File: src/rtl/tsf_timer_alarm.sv
// Microsecond TSF timer with clock prescaler, falling-edge load, signed fine
// adjustment and NUM_ALARM independent sticky compare/alarm channels.
module tsf_timer_alarm #(
    parameter int unsigned TIMER_WIDTH = 64,
    parameter int unsigned CLK_DIV     = 200,
    parameter int unsigned ADJ_WIDTH   = 16,
    parameter int unsigned NUM_ALARM   = 4
) (
    input  logic                             clk,
    input  logic                             rstn,
    input  logic                             tsf_load_control,
    input  logic [TIMER_WIDTH-1:0]           tsf_load_val,
    input  logic                             tsf_adj_en,
    input  logic [ADJ_WIDTH-1:0]             tsf_adj_val,
    input  logic [NUM_ALARM-1:0]             alarm_set,
    input  logic [NUM_ALARM-1:0]             alarm_clear,
    input  logic [NUM_ALARM*TIMER_WIDTH-1:0] alarm_val,
    output logic [TIMER_WIDTH-1:0]           tsf_runtime_val,
    output logic                             tsf_pulse_1M,
    output logic [NUM_ALARM-1:0]             alarm_armed,
    output logic [NUM_ALARM-1:0]             alarm_irq,
    output logic                             alarm_irq_any
);

    localparam int unsigned PRE_W = $clog2(CLK_DIV);
    localparam logic [PRE_W-1:0] PRE_MAX = PRE_W'(CLK_DIV - 1);

    typedef enum logic {
        IDLE  = 1'b0,
        ARMED = 1'b1
    } ch_state_t;

    logic [PRE_W-1:0]       presc;
    logic                   load_q;
    logic                   load_edge_c;
    logic                   tick_c;
    logic [TIMER_WIDTH-1:0] adj_ext_c;
    logic [TIMER_WIDTH-1:0] tsf_nxt_c;

    ch_state_t              state     [NUM_ALARM];
    ch_state_t              state_nxt_c [NUM_ALARM];
    logic [TIMER_WIDTH-1:0] cmp       [NUM_ALARM];
    logic [NUM_ALARM-1:0]   irq_nxt_c;

    // A load edge resets the microsecond phase and suppresses the tick.
    assign load_edge_c = load_q & ~tsf_load_control;
    assign tick_c      = (presc == '0) & ~load_edge_c;
    assign adj_ext_c   = tsf_adj_en ? TIMER_WIDTH'($signed(tsf_adj_val)) : '0;
    assign tsf_nxt_c   = load_edge_c ? tsf_load_val
                                     : tsf_runtime_val + adj_ext_c + TIMER_WIDTH'(tick_c);

    always_ff @(posedge clk) begin
        if (!rstn) begin
            presc           <= '0;
            load_q          <= 1'b0;
            tsf_runtime_val <= '0;
            tsf_pulse_1M    <= 1'b0;
        end else begin
            load_q          <= tsf_load_control;
            presc           <= (load_edge_c || presc == PRE_MAX) ? '0 : presc + PRE_W'(1);
            tsf_runtime_val <= tsf_nxt_c;
            tsf_pulse_1M    <= tick_c;
        end
    end

    // Per-channel next state: set beats clear, both beat a fire.
    always_comb begin
        irq_nxt_c = alarm_irq;
        for (int i = 0; i < NUM_ALARM; i++) begin
            state_nxt_c[i] = state[i];
            if (alarm_set[i]) begin
                state_nxt_c[i] = ARMED;
                irq_nxt_c[i]   = 1'b0;
            end else if (alarm_clear[i]) begin
                state_nxt_c[i] = IDLE;
                irq_nxt_c[i]   = 1'b0;
            end else if (state[i] == ARMED && tsf_runtime_val >= cmp[i]) begin
                state_nxt_c[i] = IDLE;
                irq_nxt_c[i]   = 1'b1;
            end
        end
    end

    always_ff @(posedge clk) begin
        if (!rstn) begin
            for (int i = 0; i < NUM_ALARM; i++) begin
                state[i] <= IDLE;
                cmp[i]   <= '0;
            end
            alarm_irq     <= '0;
            alarm_irq_any <= 1'b0;
        end else begin
            for (int i = 0; i < NUM_ALARM; i++) begin
                state[i] <= state_nxt_c[i];
                if (alarm_set[i]) begin
                    cmp[i] <= alarm_val[i*TIMER_WIDTH +: TIMER_WIDTH];
                end
            end
            alarm_irq     <= irq_nxt_c;
            alarm_irq_any <= |irq_nxt_c;
        end
    end

    always_comb begin
        alarm_armed = '0;
        for (int i = 0; i < NUM_ALARM; i++) begin
            alarm_armed[i] = (state[i] == ARMED);
        end
    end

endmodule

File: config.mk
export PLATFORM = sky130hd
export DESIGN_NAME = tsf_timer_alarm
export DESIGN_NICKNAME = d
export VERILOG_FILES = /design/src/rtl/tsf_timer_alarm.sv
export SDC_FILE = /design/constraint.sdc
export NUM_CORES = 1
export LEC_CHECK = 0
export ABC_AREA = 1
export ABC_CLOCK_PERIOD_IN_PS = 2800
export BUFFER_PORTS_ARGS = -buffer_cell sky130_fd_sc_hd__buf_2
export CAP_MARGIN = 20
export CORE_MARGIN = 2
export CORE_UTILIZATION = 28
export CTS_CLUSTER_DIAMETER = 40
export DETAILED_ROUTE_END_ITERATION = 10
export GPL_ROUTABILITY_DRIVEN = 0
export GPL_TIMING_DRIVEN = 0
export MAX_ROUTING_LAYER = met4
export PLACE_DENSITY = 0.54
export SYNTH_ARGS = -nofsm -noshare
export SYNTH_HDL_FRONTEND = slang
export SYNTH_SLANG_ARGS = --single-unit
File: constraint.sdc
create_clock -name clk -period 2.8 [get_ports clk]
set_input_delay 0.14 -clock clk [delete_from_list [all_inputs] [get_ports clk]]
set_output_delay 0.14 -clock clk [all_outputs]
set_load 0.02 [all_outputs]
* Yosys cells after proc, flatten, opt, wreduce, memory -nomap -nowiden
Memory sizes are Yosys's and may differ from the RTL's.
Index checks and enable logic that the tools add are counted.
** Cells by class
- Order comparisons :: 4
- Shift operators :: 0
- Add/subtract/negate cells :: 3
- $mul :: 0
- Div/mod/pow operators :: 0
- Reductions and logical operators :: 8
- Bitwise operators :: 13
- Multiplexer cells :: 48
- Equal/unequal tests :: 1
** Operator list (count)
- $mux W64 :: 6
- $ge A64 B64 Y1 :: 4
- $add A64 B1 Y64 :: 1
- $add A64 B64 Y64 :: 1
- $mux W1 :: 42
- $add A8 B1 Y8 const B :: 1
- $eq A8 B8 Y1 const B :: 1
- $logic_not A8 Y1 :: 1
- $or A1 B1 Y1 :: 8
- $logic_and A1 B1 Y1 :: 4
- $reduce_or A4 Y1 :: 1
- $not A1 Y1 :: 3
- $and A1 B1 Y1 :: 2
- $reduce_or A2 Y1 :: 1
- $logic_or A1 B1 Y1 :: 1
** Storage, ports and cells
- Input bits :: 348
- Latch bits :: 0
- Bits in registers :: 79
- Word-level logic and storage cells :: 85
- Memory bits (read-only) :: 0
- Output and inout bits :: 74
- Memory bits (writable) :: 260
- Memories :: 2
** Memory list
- cmp :: depth 4, width 64, rd ports 4, clocked after Yosys merged registers in 0, write ports 4, RTL line 42 : logic [TIMER_WIDTH-1:0] cmp [NUM_ALARM];
- state :: depth 4, width 1, rd ports 4, clocked after Yosys merged registers in 0, write ports 4, RTL line 40 : ch_state_t state [NUM_ALARM];

* Logic depth before layout (Yosys ltp)
Gate-level depths: netlist of the first run.
- Depth in word-level cells :: 6
- Gate-level depth with buffers :: 26
- Gate-level depth less buffers :: 25

* Worst setup path before layout of the first run
OpenSTA, ideal clock, no wires.
- Path type :: in2reg
- Start :: input port tsf_adj_en
- End :: register tsf_runtime_val[46]
- Buffers on the path :: 1
- Setup time :: 0.115 ns
- Data arrival time :: 2.775 ns
- Required time :: 2.685 ns
- Stages :: 15
- Slack :: -0.089 ns
- Cell sequence :: clkbuf_1 -> nand2_1 -> inv_1 -> ha_1 -> a21oi_1 -> o21ai_0 -> o21bai_1 -> a21oi_1 -> nand2_1 -> nand2_1 -> nand2_1 -> nand2_1 -> nand3_1 -> o211ai_1 -> inv_2
** Between the ends
- Longest elaborated chain between the ends :: 4
** RTL lines
- from (decl) :: RTL line 13 : input logic tsf_adj_en,
- $mux W64 :: RTL line 48 : assign adj_ext_c = tsf_adj_en ? TIMER_WIDTH'($signed(tsf_adj_val)) : '0;
- $add A64 B64 Y64 :: RTL line 50 : : tsf_runtime_val + adj_ext_c + TIMER_WIDTH'(tick_c);
- $add A64 B1 Y64 :: RTL line 50
- $mux W64 :: RTL line 49 : assign tsf_nxt_c = load_edge_c ? tsf_load_val
- to (signal assigned) :: RTL line 61 : tsf_runtime_val <= tsf_nxt_c;
- to (decl) :: RTL line 18 : output logic [TIMER_WIDTH-1:0] tsf_runtime_val,
Every way passes these cells.
A chain may end at the register's enable or synchronous reset.

* Final worst setup path of the first run
- Start :: register presc[0]
- End :: register tsf_runtime_val[62]
** Between the ends
- Longest elaborated chain between the ends :: 4
** RTL lines
- from (decl) :: RTL line 33 : logic [PRE_W-1:0] presc;
- from (signal assigned) :: RTL line 60 : presc <= (load_edge_c || presc == PRE_MAX) ? '0 : presc + PRE_W'(1);
- $logic_not A8 Y1 :: RTL line 47 : assign tick_c = (presc == '0) & ~load_edge_c;
- $and A1 B1 Y1 :: RTL line 47
- named net tick_c :: RTL line 36 : logic tick_c;
- $add A64 B1 Y64 :: RTL line 50
- $mux W64 :: RTL line 49
The timed path passes the listed nets, and every way through them passes these cells.

==> run summary, run 1 <==
die width - 299 µm
Critical-path top delay cell - fa_2
list of cells traversed by the critical path - inv_2 -> ha_2 -> nand3_4 -> nor2_4 -> fa_2 -> inv_2 -> fa_2 -> inv_2 -> nand3_2 -> nand2_4 -> nand2_2 -> nand2_2 -> inv_2 -> o21ai_4 -> nand3_2 -> nand2_4 -> nand3_4 -> nand3_2 -> nand2_1 -> o21ai_1 -> inv_1
vias in the first global route - 23,542
CP Buf/Inv Count - 5
share of final-layout standard cells stronger than drive strength 1 - 0.178
most frequently used flop master after synthesis - edfxtp_1
result of the run - finished, violations left
area of the die - 0.0896 mm²
antenna-violating nets left - 0
maxcap violations - 0
met3 routed wirelength - 4300 µm
dpl cells - 4,805
average cell area after synthesis - 7.58 µm²
CP endpoint kind - register
Multi-input gate area - 0.0122 mm²
top library cells by usage in the layout, fill and taps aside - inv_1 (773), nor2_1 (557), nand2_1 (455)
count of standard-cell rows - 108
most frequent standard cell in the layout excluding fill and tap cells - inv_1
Clock Pin Slew Worst Setup and Hold Paths - 0.05 ns
unrepaired setup endpoints after global routing - yes
Worst slew margin - 0.357
worst setup margin - -0.0901 ns
cell area power density - 604 mW/mm²
starting density of the core - 0.282
highest metal used - met4
Core Footprint - 0.0866 mm²
TritonCTS clock tree - built
final number of hold-violating endpoints - 0
crit start category - register
total number of vias - 23,819
DRC - 0
NumNets Final - 4,754
Req. time, crit path - 3.28 ns
number of sinks driven by the clock tree - 339
largest fanout of any net on the critical path - 3
Achievable Freq - 0.346 GHz
iteration count of the initial detailed-routing pass - 6
Die H - 299 µm
initial drt markers - 1,252
violations in the final reports - setup timing
count of pins on the block boundary - 422
number of buffers added by the clock tree synthesis step - 79
number of synthesized register bits - 339
PortBufs - 419
synthesized instance count - 3,223
data arrival time at the worst-slack endpoint - 3.37 ns
sequential area share after synthesis - 0.383
area of all sequential standard cells - 0.00938 mm²
All-Layer GR Usage - 0.211
dominant cell type by count on the critical path - inv_2
antenna violations before repair - 9
clock root buffer - clkbuf_16
largest voltage drop on the vdd net - 373 µV
fill cell instance count of the final layout - 8,841
number of enable flip-flop cells after synthesis - 256
Overall Power - 20.9 mW
number of distinct library cells after synthesis - 47
final design utilization - 0.400
final routed wirelength across all metal layers - 93,600 µm
Post-Synthesis Cell Area - 0.0244 mm²
global-route wire length before repair - 137,000 µm
clock latency on the worst-skew pair - 0.60 ns
H-tree levels - 3
DRT met1 WL - 40,400 µm
estimated wirelength of the detail-placed design - 72,400 µm
growth of design area from synthesis to finish - 41.8%
post-route clock skew - 0.0192 ns
share of flip-flops with an asynchronous set or reset after synthesis - 0
GRT overflow - 0
average vias per placed instance - 4.48
DP Worst Slack - -1.47 ns
leakage dissipation - 17.7 nW
minimum period implied by the final worst setup slack - 2.89 ns
number of synthesis warnings - 0
non-filler cells, final - 5,313
min-delay worst type - primary input to register
Worst Max-Slew Pin Slew - 0.965 ns
Setup CP Type - register to register
Final Setup Violations - 6
Bufs on Longest Clock Path - 3
Crit path largest cell delay - 0.35 ns
Top Family by Delay on Critical Path - simple AND/OR/NAND/NOR gates
wire length on met2 - 44,500 µm
Post-Syn Nets - 3,893
number of slew-limit violations in the final report - 0
maximum number of pins on one net before global-route repair - 41
Final period util - 1.03
Routed wire per std cell - 17.6 µm
logic make-up (layout without fill, tap and decap cells):
| logic type | after synthesis | after routing | share of synthesized area |
|---|---|---|---|
| xor gates and xnor gates | 23 | 23 | 0.00825 |
| buffers and inverters | 857 | 1782 | 0.133 |
| other | 0 | 10 | 0 |
| and+or+nand+nor | 1224 | 1224 | 0.204 |
| adders and majority gates | 322 | 322 | 0.166 |
| AOI/OAI and AO/OA | 458 | 458 | 0.107 |
| DFF | 339 | 339 | 0.383 |
layer usage:
layer	GRT usage	vias to the layer above
met4	0.0931	0
met3	0.0280	218
met1	0.254	10912
met2	0.352	680
li1	-	12009
met5	-	-
per-stage QoR:
step	TNS (ns)	hold slack (ns)	instance area (µm²)
2_1_floorplan	0	0.233	24400
3_3_place_gp	-230.78	0.342	28000
3_5_place_dp	-53.95	0.350	28100
4_1_cts	-1.41	0.0695	34300
5_1_grt	-1.63	0.0919	34600
6_report	-0.197	0.106	34600
tightest hold or removal path: stages:
cell and delay [ns]:
buf_2 0.12, nand2_1 0.12, fa_2 0.22, a21oi_1 0.06
synth_stat cells, types with 2 or more instances:
master	number	area share
nand2_2	9	0.0023
nor2_1	561	0.086
nand2_1	475	0.073
nand4_1	27	0.0069
a31oi_1	10	0.0026
o21a_1	23	0.0071
a21oi_2	11	0.0039
nor4_2	2	0.0010
o21ai_1	32	0.0066
clkbuf_1	37	0.0057
nand3b_1	5	0.0015
or2_2	5	0.0013
a21oi_1	220	0.045
nand3_2	6	0.0025
edfxtp_1	256	0.31
or2_1	2	0.00051
fa_1	2	0.0016
nand3_1	75	0.015
buf_1	12	0.0018
o221ai_1	8	0.0029
inv_2	20	0.0031
nor4_1	14	0.0036
ha_1	320	0.16
o21ai_4	3	0.0020
nor3b_1	3	0.00092
o21ai_0	105	0.022
dfxtp_1	83	0.068
nor3_1	26	0.0053
buf_2	4	0.00082
o21bai_1	9	0.0028
buf_4	4	0.0012
o211ai_1	13	0.0040
nor2_2	11	0.0028
a21boi_0	3	0.00092
xor2_1	13	0.0047
a21boi_1	6	0.0018
o41ai_1	4	0.0014
xnor2_1	10	0.0036
a21o_1	7	0.0022
inv_1	780	0.12
state kept, by name, indices dropped and copies added (netlist names):
name / count
alarm_irq_any: 1
alarm_irq: 4
cmp: 256
tsf_pulse_1M: 1
load_q: 1
tsf_runtime_val: 64
presc: 8
state: 4
worst paths after layout:
path / startpoint / endpoint / slack, ns / cells past startpoint
worst min register to register: state[1] / state[1] / 0.48 / 2
worst max register to register: presc[0] / tsf_runtime_val[62] / -0.09 / 21
worst max-delay path: presc[0] / tsf_runtime_val[62] / -0.09 / 21
worst min-delay path: tsf_adj_val[1] / tsf_runtime_val[1] / 0.11 / 4
report_power, final:
part	switching, mW	internal [mW]
sequential	0.577	5.93
combinational	3.17	2.13
clock	3.00	6.10
final cells by class:
| type | count | area share |
|---|---|---|
| buffer | 56 | 0.00668 |
| sequential | 339 | 0.271 |
| multi-input combinational | 2027 | 0.352 |
| antenna | 10 | 0.000722 |
| timing repair inverter | 3 | 0.000650 |
| tap | 1155 | 0.0417 |
| clock buffer | 100 | 0.0605 |
| timing repair buffer | 778 | 0.165 |
| clock inverter | 45 | 0.0144 |
| inverter | 800 | 0.0868 |
what timing repair did:
| action | CTS | global route |
|---|---|---|
| setup buffers | 14 | 9 |
| hold endpoints to repair | 329 | 0 |
| endpoints found under the setup margin | 50 | 44 |
| gates resized for setup | 52 | 68 |
| pin swaps | 19 | 22 |
| gates cloned | 3 | 0 |
| hold buffers | 328 | 0 |
Note: power is estimated with default switching activity, not from simulation.
==> run 2, diff against run 1 <==
ABC_AREA = unset   (was 1)
ABC_CLOCK_PERIOD_IN_PS = 3100   (was 2800)
PLACE_DENSITY = 0.53   (was 0.54)
clock period = 3.1 ns   (was 2.8 ns; I/O delays follow)
==> run summary, run 2 <==
result of the run - finished, violations left
violations in the final reports - setup timing
clock root buffer - clkbuf_16
final number of hold-violating endpoints - 0 (unchanged)
sequential area share after synthesis - 0.413 (+0.0298)
number of buffers added by the clock tree synthesis step - 83 (+5.1%)
clock latency on the worst-skew pair - 0.62 ns (+0.02 ns)
starting density of the core - 0.282 (about the same)
global-route wire length before repair - 126,000 µm (-7.8%)
number of sinks driven by the clock tree - 339 (unchanged)
growth of design area from synthesis to finish - 48.3%
Achievable Freq - 0.278 GHz (-20%)
share of final-layout standard cells stronger than drive strength 1 - 0.241 (+0.0630)
final routed wirelength across all metal layers - 87,300 µm (-6.7%)
maximum number of pins on one net before global-route repair - 52 (+27%)
Setup CP Type - register to register
largest voltage drop on the vdd net - 344 µV (-7.8%)
average cell area after synthesis - 9.69 µm² (+28%)
CP endpoint kind - register
TritonCTS clock tree - built
All-Layer GR Usage - 0.212 (+0.000864)
Clock Pin Slew Worst Setup and Hold Paths - 0.05 ns (about the same)
NumNets Final - 3,916 (-18%)
crit start category - register
number of enable flip-flop cells after synthesis - 256 (unchanged)
Final period util - 1.16 (+0.128)
average vias per placed instance - 4.75 (+5.9%)
PortBufs - 421 (+0.48%)
DRC - 0 (unchanged)
Post-Layout Inst Area - 0.0336 mm² (-3.0%)
H-tree levels - 3 (unchanged)
number of distinct library cells after synthesis - 85 (+81%)
biggest regs - cmp (256), tsf_runtime_val (64), presc (8)
Core Footprint - 0.0803 mm² (-7.3%)
leading area contributor after synthesis - edfxtp_1
antenna-violating nets left - 0 (unchanged)
number of synthesis warnings - 0 (unchanged)
unrepaired setup endpoints after global routing - yes
Final Setup Violations - 42 (+36)
library cell with the highest instance count after synthesis - ha_1
antenna violations before repair - 17 (+8)
top library cells by usage in the layout, fill and taps aside - buf_2 (441), dlygate4sd3_1 (325), ha_1 (318)
total number of vias - 20,841 (-13%)
min-delay worst type - primary input to register
launch point of the worst reg-to-reg path - presc[4]
worst setup margin - -0.496 ns (-0.406 ns)
placed inst area - 0.0263 mm² (-6.4%)
number of synthesized register bits - 339 (unchanged)
post-route clock skew - 0.0203 ns (+0.00106 ns)
number of slew-limit violations in the final report - 0 (unchanged)
largest fanout of any net on the critical path - 4 (+1)
non-filler cells, final - 4,388 (-17%)
cell depth of the worst min-delay path - 4 (unchanged)
dpl cells - 3,829 (-20%)
Worst Max-Slew Pin Slew - 1.03 ns (+0.0662 ns)
Bufs on Longest Clock Path - 3 (unchanged)
final design utilization - 0.418 (+0.0186)
area of the die - 0.0832 mm² (-7.1%)
length in cells of the worst reg-to-reg path - 17 (-19%)
die width - 288 µm (-3.6%)
launching element of the worst setup path - presc[4]
estimated wirelength of the detail-placed design - 66,400 µm (-8.3%)
most frequent cells after synthesis - ha_1 (320), inv_1 (278), and3_1 (259), edfxtp_1 (256), a21oi_1 (180)
most frequently used flop master after synthesis - edfxtp_1
data arrival time at the worst-slack endpoint - 4.04 ns (+0.67 ns)
minimum period implied by the final worst setup slack - 3.60 ns (+0.706 ns)
Die H - 288 µm (-3.6%)
flip-flop count of the largest register after layout - 256 (unchanged)
Post-Synthesis Cell Area - 0.0227 mm² (-7.2%)
GRT overflow - 0 (unchanged)
count of pins on the block boundary - 422 (unchanged)
startpoint of the most critical hold path - tsf_adj_val[1]
most frequent standard cell in the layout excluding fill and tap cells - buf_2
Routed wire per std cell - 19.9 µm (+13%)
main area contributors after synthesis - edfxtp_1 (34%), ha_1 (18%), dfxtp_1 (7.3%)
count of standard-cell rows - 104 (-3.7%)
Req. time, crit path - 3.54 ns (+0.26 ns)
vias in the first global route - 20,825 (-12%)
iteration count of the initial detailed-routing pass - 5 (-1)
leakage dissipation - 16.5 nW (-6.4%)
maxcap violations - 0 (unchanged)
synthesized instance count - 2,339 (-27%)
cell area power density - 583 mW/mm² (-3.5%)
initial drt markers - 1,043 (-17%)
Post-Syn Nets - 3,009 (-23%)
share of flip-flops with an asynchronous set or reset after synthesis - 0 (unchanged)
Worst slew margin - 0.312 (-0.0441)
largest reg by FF count - cmp
post-synth top area share - 0.339 (+0.0245)
run 2: worst paths after layout:
check / to / slack [ns]
hold reg to reg: presc[0] / 0.46
hold / removal: tsf_runtime_val[1] / 0.09
setup reg to reg: tsf_runtime_val[62] / -0.50
setup / recovery: tsf_runtime_val[62] / -0.50
run 2: what timing repair did:
action	CTS	global route
cloned	0	0
setup buffers	55	12
pin swaps	64	37
hold buffers	325	0
gates resized for setup	108	56
endpoints found under the hold margin	328	0
endpoints found under the setup margin	58	59
run 2: area by class of cell:
type,instances,area (µm²)
Fill cell,7867,46700
Multi-Input combinational cell,1609,12400
Sequential cell,339,9410
Timing Repair Buffer,823,6090
Clock buffer,102,2220
Tap cell,1060,1330
Inverter,278,1040
Clock inverter,51,566
Buffer,112,488
Antenna cell,14,35.0
run 2: power by group:
group,internal [mW],total (mW),switching [mW]
Clock,5.96,8.76,2.80
Sequential,5.37,5.86,0.496
Combinational,2.23,4.96,2.73
Total,13.6,19.6,6.03
run 2: logic make-up (layout without fill, tap and decap cells):
group	count (synthesis)	count (layout)	synth area share
buf+inv	391	1366	0.0667
other cells	0	14	0
simple gates	717	717	0.173
flops	339	339	0.413
compound gates	508	508	0.145
fa+ha+maj	322	322	0.178
xor+xnor	60	60	0.0232
mux	2	2	0.000884
run 2: per-stage QoR:
stage	setup slack [ns]	total power [mW]	hold WS [ns]	TNS, ns
floorplan	-0.157	8.57	0.277	-0.535
global placement	-2.29	10.2	0.378	-432.46
detailed placement	-1.49	10.2	0.381	-36.82
CTS	-0.558	19.6	0.0617	-12.93
global route	-0.680	20.6	0.128	-19.02
finish	-0.496	19.6	0.0896	-10.26
run 2: routing by layer:
metal	routed length [µm]	part of all wire	vias up	global-route usage
met1	39200	0.45	9894	0.263
li1	-	-	10336	-
met5	0	0	-	-
met2	41500	0.48	492	0.346
met4	2790	0.032	0	0.0819
met3	3860	0.044	119	0.0320
run 2: critical path, cell delays in order, from the launching register on:
cell and delay [ns]:
dfxtp_2 0.35, nor3_4 0.19, nand4b_1 0.17, nor3_2 0.22, fa_2 0.25, inv_2 0.04, fa_2 0.33, nand2b_4 0.16
a21oi_4 0.15, buf_6 0.13, o2111ai_4 0.15, o2bb2ai_4 0.21, nor2_2 0.06, a22o_4 0.29, o21a_1 0.23, o21bai_2 0.18
mux2i_1 0.24, o22ai_1 0.08
==> run 3, diff against run 2 <==
BUFFER_PORTS_ARGS = unset   (was -buffer_cell sky130_fd_sc_hd__buf_2)
DONT_BUFFER_PORTS = 1   (was unset)
GPL_ROUTABILITY_DRIVEN = unset   (was 0)
PLACE_DENSITY = 0.48   (was 0.53)
==> run summary, run 3 (synthesis gave the netlist of run 2 again) <==
H-tree levels - 3 (unchanged)
share of final-layout standard cells stronger than drive strength 1 - 0.149 (-0.0925)
number of sinks driven by the clock tree - 339 (unchanged)
Crit path largest cell delay - 0.38 ns (+0.03 ns)
count of standard-cell rows - 104 (unchanged)
GR Util met3 - 0.0417 (+0.00972)
largest voltage drop on the vdd net - 312 µV (-9.3%)
most frequent standard cell in the layout excluding fill and tap cells - dlygate4sd3_1
final number of hold-violating endpoints - 0 (unchanged)
Req. time, crit path - 3.54 ns (about the same)
fraction of power spent switching nets - 0.317 (+0.00884)
antenna violations before repair - 25 (+8)
largest reg by FF count - cmp
global-route wire length before repair - 127,000 µm (+0.61%)
part of the total power dissipated in the clock network - 0.440 (-0.007)
Top Family by Delay on Critical Path - compound AO/OA/AOI/OAI gates
clock latency on the worst-skew pair - 0.61 ns (about the same)
average vias per placed instance - 4.93 (+3.8%)
data arrival time at the worst-slack endpoint - 4.13 ns (+0.09 ns)
Setup CP Type - register to register
global route hottest layer - met2
summed negative setup slack over all endpoints - -14.73 ns (-4.47 ns)
post-route clock skew - 0.0268 ns (+0.00646 ns)
Final Setup Violations - 48 (+14%)
non-filler cells, final - 3,971 (-9.5%)
minimum period implied by the final worst setup slack - 3.69 ns (+0.0917 ns)
GRT overflow - 0 (unchanged)
unrepaired setup endpoints after global routing - yes
leakage dissipation - 14.8 nW (-11%)
DRC - 0 (unchanged)
maxcap violations - 0 (unchanged)
dpl cells - 3,409 (-11%)
Die H - 288 µm (unchanged)
final routed wirelength across all metal layers - 88,400 µm (+1.3%)
estimated wirelength of the detail-placed design - 68,200 µm (+2.6%)
sequential group share of total power - 0.322 (+0.023)
area of the die - 0.0832 mm² (unchanged)
met2 global-route usage - 0.363 (+0.0169)
crit start category - register
Achievable Freq - 0.271 GHz (-2.5%)
starting density of the core - 0.282 (unchanged)
Routed wire per std cell - 22.3 µm (+12%)
NumNets Final - 3,496 (-11%)
Critical-path top delay cell - fa_2
TritonCTS clock tree - built
die width - 288 µm (unchanged)
cell area power density - 598 mW/mm² (+2.7%)
vias in the first global route - 20,166 (-3.2%)
routability congestion estimate - 0.908
growth of design area from synthesis to finish - 40.4%
CP endpoint kind - register
maximum number of pins on one net before global-route repair - 51 (-1.9%)
Bufs on Longest Clock Path - 3 (unchanged)
top library cells by usage in the layout, fill and taps aside - dlygate4sd3_1 (329), ha_1 (316), inv_1 (275)
routing usage on met1 - 0.256 (-0.00713)
biggest regs - cmp (256), tsf_runtime_val (64), presc (8)
min-delay worst type - primary input to register
number of slew-limit violations in the final report - 0 (unchanged)
CP Buf/Inv Count - 4 (+2)
list of cells traversed by the critical path - nor3_4 -> nand4b_1 -> nor3_2 -> fa_2 -> inv_2 -> fa_2 -> nand2b_4 -> a21oi_4 -> buf_6 -> o2111ai_4 -> buf_6 -> o21ai_4 -> a21oi_2 -> o211ai_1 -> buf_4 -> a31o_4 -> a21oi_2 -> xor2_1 -> o21ai_1
flip-flop count of the largest register after layout - 256 (unchanged)
initial drt markers - 1,114 (+6.8%)
switching pwr - 6.03 mW (about the same)
total number of vias - 19,574 (-6.1%)
worst hold slack - 0.0356 ns (-0.0541 ns)
PortBufs - 0 (-100%)
worst setup margin - -0.587 ns (-0.0917 ns)
Final period util - 1.19 (+0.0296)
combinational power share - 0.238 (-0.015)
Clock Pin Slew Worst Setup and Hold Paths - 0.05 ns (about the same)
iteration count of the initial detailed-routing pass - 5 (unchanged)
result of the run - finished, violations left
Overall Power - 19.0 mW (-2.8%)
largest fanout of any net on the critical path - 3 (-1)
design internal power - 13.0 mW (-4.0%)
All-Layer GR Usage - 0.214 (+0.00222)
Core Footprint - 0.0803 mm² (unchanged)
antenna-violating nets left - 0 (unchanged)
number of buffers added by the clock tree synthesis step - 80 (-3.6%)
Worst Max-Slew Pin Slew - 0.994 ns (-0.0376 ns)
clock root buffer - clkbuf_16
violations in the final reports - setup timing
Worst slew margin - 0.338 (+0.0251)
count of pins on the block boundary - 422 (unchanged)
==> run 3: cell types whose count changed in the layout (fill, tap and decap cells not counted), sizes merged <==
cell         delta
buf           -420
clkbuf         -14
clkinvlp        +9
diode           +9
clkinv          -4
dlygate4sd3     +4
bufinv          -2
inv             +1
==> run 3: per-stage QoR <==
stage	setup slack, ns	utilization	area (µm²)
final	-0.587	0.396	31800
after detailed placement	-1.58	0.302	24300
after global routing	-0.764	0.396	31800
after global placement	-2.48	0.299	24000
after CTS	-0.569	0.390	31300
after floorplan	-0.157	-	22700
==> run 3: cell type report <==
type                            instances  area [µm²]
Fill cell                            7873       48500
Clock buffer                           89        2100
Timing Repair Buffer                  407        4090
Sequential cell                       339        9460
Multi-Input combinational cell       1609       12700
Inverter                              278        1040
Buffer                                111         463
Clock inverter                         55         573
Antenna cell                           23        57.6
Tap cell                             1060        1330
==> run 3: final timing paths <==
path                                    from                   to  slack, ns  depth (start not counted)
worst max-delay path                presc[3]  tsf_runtime_val[42]      -0.59                         19
worst max register to register      presc[3]  tsf_runtime_val[42]      -0.59                         19
worst min-delay path            alarm_set[0]           cmp[0][54]       0.04                          1
worst min register to register      presc[0]             presc[0]       0.51                          2
==> run 3: layer usage <==
metal | up-vias | part of all wire | wire [µm]
met5 | - | 0 | 0
met3 | 139 | 0.057 | 5050
met4 | 0 | 0.027 | 2400
met1 | 9415 | 0.42 | 37100
li1 | 9519 | - | -
met2 | 501 | 0.50 | 43800
==> run 3: power by group through the flow <==
stage | Sequential, mW | Clock [mW] | Combinational (mW)
after floorplan | 5.87 | 0 | 2.70
after global placement | 6.22 | 0 | 3.58
after detailed placement | 6.20 | 0 | 3.73
after CTS | 6.15 | 8.52 | 4.41
after global routing | 6.19 | 8.75 | 5.08
final | 6.13 | 8.37 | 4.54
==> run 3: timing repair <==
action                                 in CTS  in global routing
setup endpoints to repair                  59                 62
resized for setup                         173                 85
hold buffers                              329                  0
endpoints found under the hold margin     330                  0
pin swaps                                  92                 69
buffers inserted                           54                 24
